==> src/rtl/spi_master.sv <==
// SPI mode-0 command master: opcode byte, optional 32-bit argument, then up to four response bytes.
// Build option SPI_MASTER_LOOPBACK_EN feeds the block's own spi_mosi into the receive path in place of spi_miso.
module spi_master #(
    parameter int unsigned CLK_DIV = 4
) (
    input  logic        clk,
    input  logic        rst,
    input  logic        cmd_start,
    input  logic [7:0]  cmd_code,
    input  logic [31:0] cmd_data,
    input  logic        cmd_long,
    input  logic [2:0]  rd_bytes,
    output logic        busy,
    output logic [31:0] rsp_data,
    output logic        rsp_valid,
    output logic        spi_cs_n,
    output logic        spi_sclk,
    output logic        spi_mosi,
    input  logic        spi_miso
);
    localparam int unsigned CW = 9;
    localparam logic [CW-1:0] HALF_LAST  = CW'(CLK_DIV - 1);
    localparam logic [CW-1:0] GUARD_LAST = CW'(2 * CLK_DIV - 1);
    // Two synchroniser stages: the level present at an SCLK rise reaches miso_s2 two clocks later.
    localparam logic [CW-1:0] SAMPLE_AT  = CW'(1);

    typedef enum logic [2:0] {
        IDLE,
        SETUP,
        SHIFT,
        HOLD,
        GUARD
    } state_t;

    state_t        state;
    logic [CW-1:0] cnt;
    logic          hi;
    logic [2:0]    bit_idx;
    logic [3:0]    byte_idx;
    logic [3:0]    byte_last;
    logic [2:0]    cmd_bytes;
    logic [39:0]   tx_sr;
    logic [7:0]    rx_byte;
    logic [31:0]   rx_acc;
    logic          miso_s1;
    logic          miso_s2;
    logic          miso_src;
    logic [2:0]    rd_eff;
    logic [3:0]    byte_last_c;
    logic [1:0]    rsp_sel;
    logic [7:0]    rx_next;

`ifdef SPI_MASTER_LOOPBACK_EN
    assign miso_src = spi_mosi;
`else
    assign miso_src = spi_miso;
`endif

    assign rd_eff      = (rd_bytes > 3'd4) ? 3'd4 : rd_bytes;
    assign byte_last_c = (cmd_long ? 4'd5 : 4'd1) + 4'(rd_eff) - 4'd1;
    assign rsp_sel     = 2'(byte_idx - 4'(cmd_bytes));
    assign rx_next     = {rx_byte[6:0], miso_s2};

    // Each bit is SCLK high for CLK_DIV then low for CLK_DIV; SETUP supplies the low half before the first rise.
    always_ff @(posedge clk or posedge rst) begin
        if (rst) begin
            state     <= IDLE;
            cnt       <= '0;
            hi        <= 1'b0;
            bit_idx   <= '0;
            byte_idx  <= '0;
            byte_last <= '0;
            cmd_bytes <= '0;
            tx_sr     <= '0;
            rx_byte   <= '0;
            rx_acc    <= '0;
            miso_s1   <= 1'b0;
            miso_s2   <= 1'b0;
            busy      <= 1'b0;
            rsp_data  <= '0;
            rsp_valid <= 1'b0;
            spi_cs_n  <= 1'b1;
            spi_sclk  <= 1'b0;
            spi_mosi  <= 1'b0;
        end else begin
            miso_s1   <= miso_src;
            miso_s2   <= miso_s1;
            rsp_valid <= 1'b0;
            case (state)
                IDLE: begin
                    if (cmd_start) begin
                        state     <= SETUP;
                        busy      <= 1'b1;
                        spi_cs_n  <= 1'b0;
                        spi_mosi  <= cmd_code[7];
                        cnt       <= '0;
                        hi        <= 1'b0;
                        bit_idx   <= '0;
                        byte_idx  <= '0;
                        rx_acc    <= '0;
                        byte_last <= byte_last_c;
                        cmd_bytes <= cmd_long ? 3'd5 : 3'd1;
                        tx_sr     <= cmd_long ? {cmd_code, cmd_data[7:0], cmd_data[15:8],
                                                 cmd_data[23:16], cmd_data[31:24]}
                                              : {cmd_code, 32'h0};
                    end
                end
                SETUP: begin
                    if (cnt == HALF_LAST) begin
                        state    <= SHIFT;
                        spi_sclk <= 1'b1;
                        hi       <= 1'b1;
                        cnt      <= '0;
                    end else begin
                        cnt <= cnt + CW'(1);
                    end
                end
                SHIFT: begin
                    if (hi && cnt == SAMPLE_AT) begin
                        rx_byte <= rx_next;
                        if (bit_idx == 3'd7 && byte_idx >= 4'(cmd_bytes))
                            rx_acc[{rsp_sel, 3'b000} +: 8] <= rx_next;
                    end
                    if (cnt == HALF_LAST) begin
                        cnt <= '0;
                        if (hi) begin
                            // Falling edge: present the next bit; zeros shift in behind the command.
                            spi_sclk <= 1'b0;
                            hi       <= 1'b0;
                            spi_mosi <= tx_sr[38];
                            tx_sr    <= {tx_sr[38:0], 1'b0};
                        end else if (bit_idx == 3'd7 && byte_idx == byte_last) begin
                            state <= HOLD;
                        end else begin
                            spi_sclk <= 1'b1;
                            hi       <= 1'b1;
                            bit_idx  <= bit_idx + 3'd1;
                            if (bit_idx == 3'd7)
                                byte_idx <= byte_idx + 4'd1;
                        end
                    end else begin
                        cnt <= cnt + CW'(1);
                    end
                end
                HOLD: begin
                    spi_mosi <= 1'b0;
                    if (cnt == HALF_LAST) begin
                        state    <= GUARD;
                        spi_cs_n <= 1'b1;
                        cnt      <= '0;
                    end else begin
                        cnt <= cnt + CW'(1);
                    end
                end
                GUARD: begin
                    if (cnt == GUARD_LAST) begin
                        state     <= IDLE;
                        busy      <= 1'b0;
                        rsp_valid <= 1'b1;
                        rsp_data  <= rx_acc;
                        cnt       <= '0;
                    end else begin
                        cnt <= cnt + CW'(1);
                    end
                end
                default: state <= IDLE;
            endcase
        end
    end
endmodule
==> config.mk <==
export PLATFORM = sky130hd
export DESIGN_NAME = spi_master
export DESIGN_NICKNAME = d
export VERILOG_FILES = /design/src/rtl/spi_master.sv
export SDC_FILE = /design/constraint.sdc
export NUM_CORES = 1
export LEC_CHECK = 0
export CAP_MARGIN = 20
export CORE_MARGIN = 4
export CORE_UTILIZATION = 50
export CTS_CLUSTER_DIAMETER = 150
export CTS_CLUSTER_SIZE = 30
export DETAILED_ROUTE_END_ITERATION = 8
export PLACE_DENSITY = 0.76
export SYNTH_ARGS = -nofsm -noshare
export SYNTH_HDL_FRONTEND = slang
export SYNTH_SLANG_ARGS = --single-unit
==> constraint.sdc <==
create_clock -name clk -period 4.9 [get_ports clk]
set_input_delay 0.49 -clock clk [delete_from_list [all_inputs] [get_ports clk]]
set_output_delay 0.49 -clock clk [all_outputs]
set_load 0.02 [all_outputs]
==> run_results.csv, run 1 <==
group,metric,value,unit
worst_setup_path,crit_fanout,41,
synth,ys.flop_type,"dfrtp_1",
synth,async_flop_share,100,%
worst_setup_path,slowest_stage,"a21oi_4",
floorplanning,dieWidth,123,um
place,globalplace.congestion,0.846,
power_and_ir_drop,powerDensity,492,mW/mm2
final_layout,drive_gt1_share,8.43,%
route,drt_pass1_iterations,6,
timing,setup_tns,0,ns
timing,setup_viol,0,
synth,synth_fp_nets,758,
clock_network,cts_setup_buffers,0,
synth,synth-simple-area-share,23.3,%
clock_network,clk_pin_slew,0.06,ns
floorplanning,num_io_pins,85,
worst_setup_path,cpPeakStageDelay,0.80,ns
power_and_ir_drop,power,4.05,mW
timing,fin_worst_skew,0.00910,ns
synth,syn_area_per_cell,9.45,um2
status,status,"completed",
synth,synth_cells,696,
final_layout,final_nets,832,
timing,relSlewSlack,35.0,%
clock_network,cts_buffer_depth,2,
floorplanning,dieArea,0.0151,mm2
worst_setup_path,crit_arrival,3.42,ns
route,vias_per_cell,5.60,
final_layout,seq_area,0.00358,mm2
power_and_ir_drop,ir_drop,237,uV
route,via_count,5350,
clock_network,cts_buffers,17,
synth,synthDistinctLibCells,49,
clock_network,ctsRootBufferMaster,"clkbuf_16",
final_layout,nFillCells,983,
route,drc,0,
synth,ys_ff_latch,143,
clock_network,ctsResizeCount,0,
timing,hold_viol,0,
worst_setup_path,critPathKind,"flop to flop",
clock_network,h-tree-depth,4,
synth,synth-xor-area-share,0.799,%
synth,synthAdderAreaFrac,2.66,%
synth,synth_top_family_by_area,"simple AND/OR/NAND/NOR gates",
timing,grt_setup_unrepaired,"no",
timing,worst_pin_slew,0.972,ns
synth,synth_seq_area_share,54.4,%
clock_network,cts_hold_buf,0,
floorplanning,rows,41,
timing,fin_crit_sh,62.7,%
floorplanning,die_h,123,um
synth,yosysWarnings,0,
worst_setup_path,worstPathCellList,"ha_1, nor4b_1, nand3_1, a21oi_4, buf_4, nor2_1, a31oi_1",
worst_setup_path,cp-end-kind,"flop",
floorplanning,start_util,51.5,%
clock_network,cts_tree,"done",
timing,holdWs,0.349,ns
final_layout,area_growth_syn_to_layout,25.3,%
worst_setup_path,cp-start-kind,"flop",
synth,synth_mux_area_share,4.13,%
timing,fmaxAchievable,0.326,GHz
flow_run,cap_violations,0,
worst_setup_path,crit_buf_inv,1,
timing,fin_ws,1.83,ns
place,post-dp-hpwl,9.95,mm
global_route,grt_util_all_layers,21.0,%
global_route,antenna_found_initial,0,
floorplanning,coreArea,0.0128,mm2
worst_setup_path,critPathTopFamily,"compound AO/OA/AOI/OAI gates",
route,ant_nets,0,
synth,synth-edff-count,0,
route,drtIter0Drc,482,
worst_setup_path,critPathRequiredTime,5.24,ns
final_layout,n_antenna_cell,0,
global_route,grt_pass1_vias,5212,
global_route,grt.overflow.total,0,
final_layout,multi_input_area,0.00283,mm2
route,wl_per_cell,15.5,um
clock_network,cts.sinks,143,
place,io_buffers,84,
clock_network,insertion_delay,0.43,ns
power_and_ir_drop,power_leakage,3.75,nW
route,wl,14.8,mm
place,dp_slack,1.89,ns
timing,period_needed,3.07,ns
timing,drv_slew,0,
global_route,grt_pass1_wl,25.0,mm
synth,synth_area,0.00658,mm2
global_route,grt_start_max_net_pins,115,
hold_path,hold_path.class,"flop to flop",
synth,synth_compound_area_share,11.8,%
==> Yosys cell counts (5+ instances only) <==
cell | instances | area [um2]
ha_1 | 14 | 175
a31oi_1 | 45 | 282
clkbuf_1 | 32 | 120
o21ai_0 | 16 | 80.1
mux2i_1 | 17 | 170
nand4_1 | 6 | 37.5
nand2_1 | 190 | 713
and3_1 | 5 | 31.3
xor2_1 | 5 | 43.8
dfrtp_1 | 142 | 3550
buf_1 | 6 | 22.5
o2bb2ai_1 | 17 | 149
a21oi_1 | 9 | 45.0
nand3_1 | 59 | 295
nor3_1 | 6 | 30.0
nand2b_1 | 6 | 37.5
nor2_1 | 52 | 195
mux2_2 | 9 | 101
inv_1 | 13 | 48.8
==> final cells by class <==
cell class | instances | share of cell area [%]
clock inverters | 13 | 1.93
clock buffers | 19 | 5.50
repair buffers | 93 | 11.5
multi-input cells | 502 | 34.4
inverters | 13 | 0.653
flip-flops and latches | 143 | 43.4
well taps | 172 | 2.61
==> path summary, 6_finish.rpt <==
check / startpoint / to / slack (ns) / cells past startpoint
max: cnt[0] / tx_sr[16] / 1.83 / 7
min reg2reg: miso_s1 / miso_s2 / 0.35 / 0
max reg2reg: cnt[0] / tx_sr[16] / 1.83 / 7
max in group asynchronous: rst / spi_cs_n / 3.77 / 3
min in group asynchronous: rst / rsp_data[28] / 0.41 / 2
min: miso_s1 / miso_s2 / 0.35 / 0
==> power by group <==
part / switching (mW) / internal, mW
clock network: 0.507 / 0.828
logic: 0.643 / 0.422
registers: 0.218 / 1.44
==> cells in the final DEF, fill, tap and decap left out, types with 3 or more instances in the layout <==
cell type | Yosys | layout
nor3_1 | 6 | 6
o21ai_0 | 16 | 16
or3_1 | 3 | 3
nand2b_1 | 6 | 6
nor2_1 | 52 | 52
nand4_1 | 6 | 6
nand2_1 | 190 | 190
dfrtp_1 | 142 | 142
and2_1 | 3 | 3
clkdlybuf4s50_1 | 0 | 84
clkbuf_16 | 0 | 17
mux2_2 | 9 | 9
a21oi_1 | 9 | 8
clkinv_2 | 0 | 4
o2bb2ai_1 | 17 | 17
o31ai_1 | 4 | 4
xor2_1 | 5 | 5
mux2i_1 | 17 | 17
bufinv_16 | 0 | 3
inv_6 | 0 | 4
inv_1 | 13 | 12
buf_4 | 0 | 7
a31oi_1 | 45 | 45
nand3_1 | 59 | 59
ha_1 | 14 | 14
and3_1 | 5 | 5
a22o_1 | 3 | 3
clkinvlp_4 | 0 | 3
==> stage by stage <==
stage / cells / util (%) / area [um2]
6_report: 955 / 64.5 / 8240
5_1_grt: 955 / 64.5 / 8240
4_1_cts: 953 / 64.1 / 8190
3_5_place_dp: 921 / 59.3 / 7570
3_3_place_gp: 921 / 59.3 / 7570
2_1_floorplan: 696 / - / 6580
==> cell families (layout without fill, tap and decap cells) <==
| logic type | Yosys count | after routing |
|---|---|---|
| simple gates | 346 | 346 |
| buf+inv | 51 | 138 |
| compound gates | 110 | 110 |
| xor+xnor | 6 | 6 |
| fa+ha+maj | 14 | 14 |
| flops | 143 | 143 |
| mux | 26 | 26 |
==> registers in the layout (all words and copies together) (netlist names), 2 cells and up <==
name	flops
cnt	9
rsp_data	32
rx_acc	32
rx_byte	7
byte_last	4
bit_idx	3
byte_idx	4
cmd_bytes	2
tx_sr	39
state	3
==> metal layers <==
layer	GRT usage, %	part of all wire (%)
met4	8.12	1.6
met5	0	0
met1	27.3	45
met3	4.47	4.4
met2	34.5	49
Power figures use the tool's default switching activity.
==> inputs of run 2 (changes only) <==
Clock period 4.9 ns to 3.19 ns, I/O delays scaled along.
==> run_results.csv, run 2 (same netlist as run 1, synthesis figures left out) <==
group,metric,value,unit
status,status,"completed",
hold_path,min_to,"miso_s2",
final_layout,layout_commonest_cell,"nand2_1",
final_layout,final_cell_mix,"190 x nand2_1, 142 x dfrtp_1, 84 x clkdlybuf4s50_1",
clock_network,ctsResizeCount,0,
route,drt_pass1_iterations,5,
global_route,grt.overflow.total,0,
global_route,grt_util_all_layers,20.4,%
clock_network,cts_hold_buf,0,
final_layout,design_area,0.00824,mm2
clock_network,clk_pin_slew,0.06,ns
hold_path,holdPathStages,0,
worst_setup_path,critPathKind,"flop to flop",
route,drc,0,
route,ant_nets,0,
global_route,grt_start_max_net_pins,78,
route,drtIter0Drc,467,
timing,setup_tns,0,ns
timing,drv_slew,0,
power_and_ir_drop,ir_drop,458,uV
final_layout,largestRegisters,"tx_sr: 39 flops, rsp_data: 32 flops, rx_acc: 32 flops",
final_layout,drive_gt1_share,8.65,%
worst_setup_path,reg2reg_depth,5,
timing,hold_viol,0,
timing,relSlewSlack,35.6,%
floorplanning,num_io_pins,85,
timing,fin_worst_skew,0.00526,ns
worst_setup_path,crit_fanout,8,
global_route,use_met1,26.8,%
floorplanning,dieWidth,123,um
timing,grt_setup_unrepaired,"no",
place,io_buffers,84,
floorplanning,rows,41,
clock_network,cts_buffers,17,
worst_setup_path,rrSetupSlack,0.46,ns
floorplanning,dieArea,0.0151,mm2
route,via_count,5394,
power_and_ir_drop,power_leakage,3.75,nW
clock_network,cts_setup_buffers,0,
timing,worst_pin_slew,0.964,ns
final_layout,post-route-util,64.5,%
final_layout,n_antenna_cell,0,
place,place_area,0.00766,mm2
global_route,grt_pass1_wl,24.5,mm
clock_network,cts.sinks,143,
final_layout,largest_register_ffs,39,
worst_setup_path,crit_arrival,3.03,ns
global_route,grtUsageMet3,4.52,%
floorplanning,start_util,51.5,%
floorplanning,coreArea,0.0128,mm2
global_route,globalRouteMet2Util,33.5,%
global_route,grt_pass1_vias,5221,
place,globalplace.congestion,0.878,
route,wl,14.4,mm
worst_setup_path,r2r-end,"rx_acc[13]",
clock_network,ctsRootBufferMaster,"clkbuf_16",
global_route,gr-max-usage-layer,"met2",
worst_setup_path,cp-start-kind,"flop",
clock_network,h-tree-depth,4,
power_and_ir_drop,powerDensity,739,mW/mm2
worst_setup_path,cp-end-kind,"flop",
hold_path,hold_path.class,"flop to flop",
floorplanning,die_h,123,um
timing,setup_viol,0,
clock_network,cts_tree,"done",
flow_run,cap_violations,0,
worst_setup_path,critPathRequiredTime,3.49,ns
place,post-dp-hpwl,10.1,mm
worst_setup_path,reg2reg_from,"cnt[3]",
global_route,antenna_found_initial,0,
hold_path,holdCritStartpoint,"miso_s1",
timing,fmaxAchievable,0.366,GHz
clock_network,insertion_delay,0.42,ns
final_layout,largest_register,"tx_sr",
route,wl_per_cell,15.1,um
final_layout,area_growth_syn_to_layout,25.3,%
final_layout,final_nets,835,
route,vias_per_cell,5.63,
clock_network,cts_buffer_depth,2,
place,placed_cells_incl_taps,926,
timing,holdWs,0.365,ns
final_layout,fin_cells,958,
timing,fin_crit_sh,85.6,%
timing,period_needed,2.73,ns
-- run 2: worst max path at each step --
stage	startpoint	end	slack, ns	cells after the start
floorplan	cnt[3]	rx_acc[10]	0.77	5
global placement	cnt[3]	rx_acc[9]	0.58	5
detailed placement	cnt[3]	rx_acc[13]	0.53	5
CTS	cnt[3]	rx_acc[13]	0.50	5
global route	cnt[0]	bit_idx[0]	0.23	6
finish	cnt[3]	rx_acc[13]	0.46	5
-- run 2: final cells by class --
| type | instances | area (um2) |
|---|---|---|
| Fill cell | 1002 | 4530 |
| Clock inverter | 9 | 81.3 |
| Timing Repair Buffer | 96 | 981 |
| Inverter | 13 | 52.6 |
| Sequential cell | 143 | 3580 |
| Clock buffer | 23 | 498 |
| Tap cell | 172 | 215 |
| Multi-Input combinational cell | 502 | 2830 |
-- run 2: where the power goes --
part	internal, mW	total [mW]	switching, mW
registers	2.21	2.54	0.330
clock network	1.17	1.90	0.728
logic	0.674	1.65	0.980
-- run 2: critical path: stages, from the launching register on --
cell and delay [ns]:
dfrtp_1 0.44, or4_4 0.57, or2_1 0.32, a2111oi_4 0.69, a41oi_2 0.36, o2bb2ai_1 0.22
-- run 2: per-layer routing --
metal,vias to the layer above,share of wire (%)
met2,155,49
met5,-,0
met4,0,1.8
met3,25,4.9
li1,2565,-
met1,2649,44
-- run 2: per-stage QoR --
stage	worst slack [ns]	power [mW]
6_report	0.460	6.09
5_1_grt	0.228	6.48
4_1_cts	0.501	6.12
3_5_place_dp	0.530	4.20
3_3_place_gp	0.581	4.11
2_1_floorplan	0.772	3.70
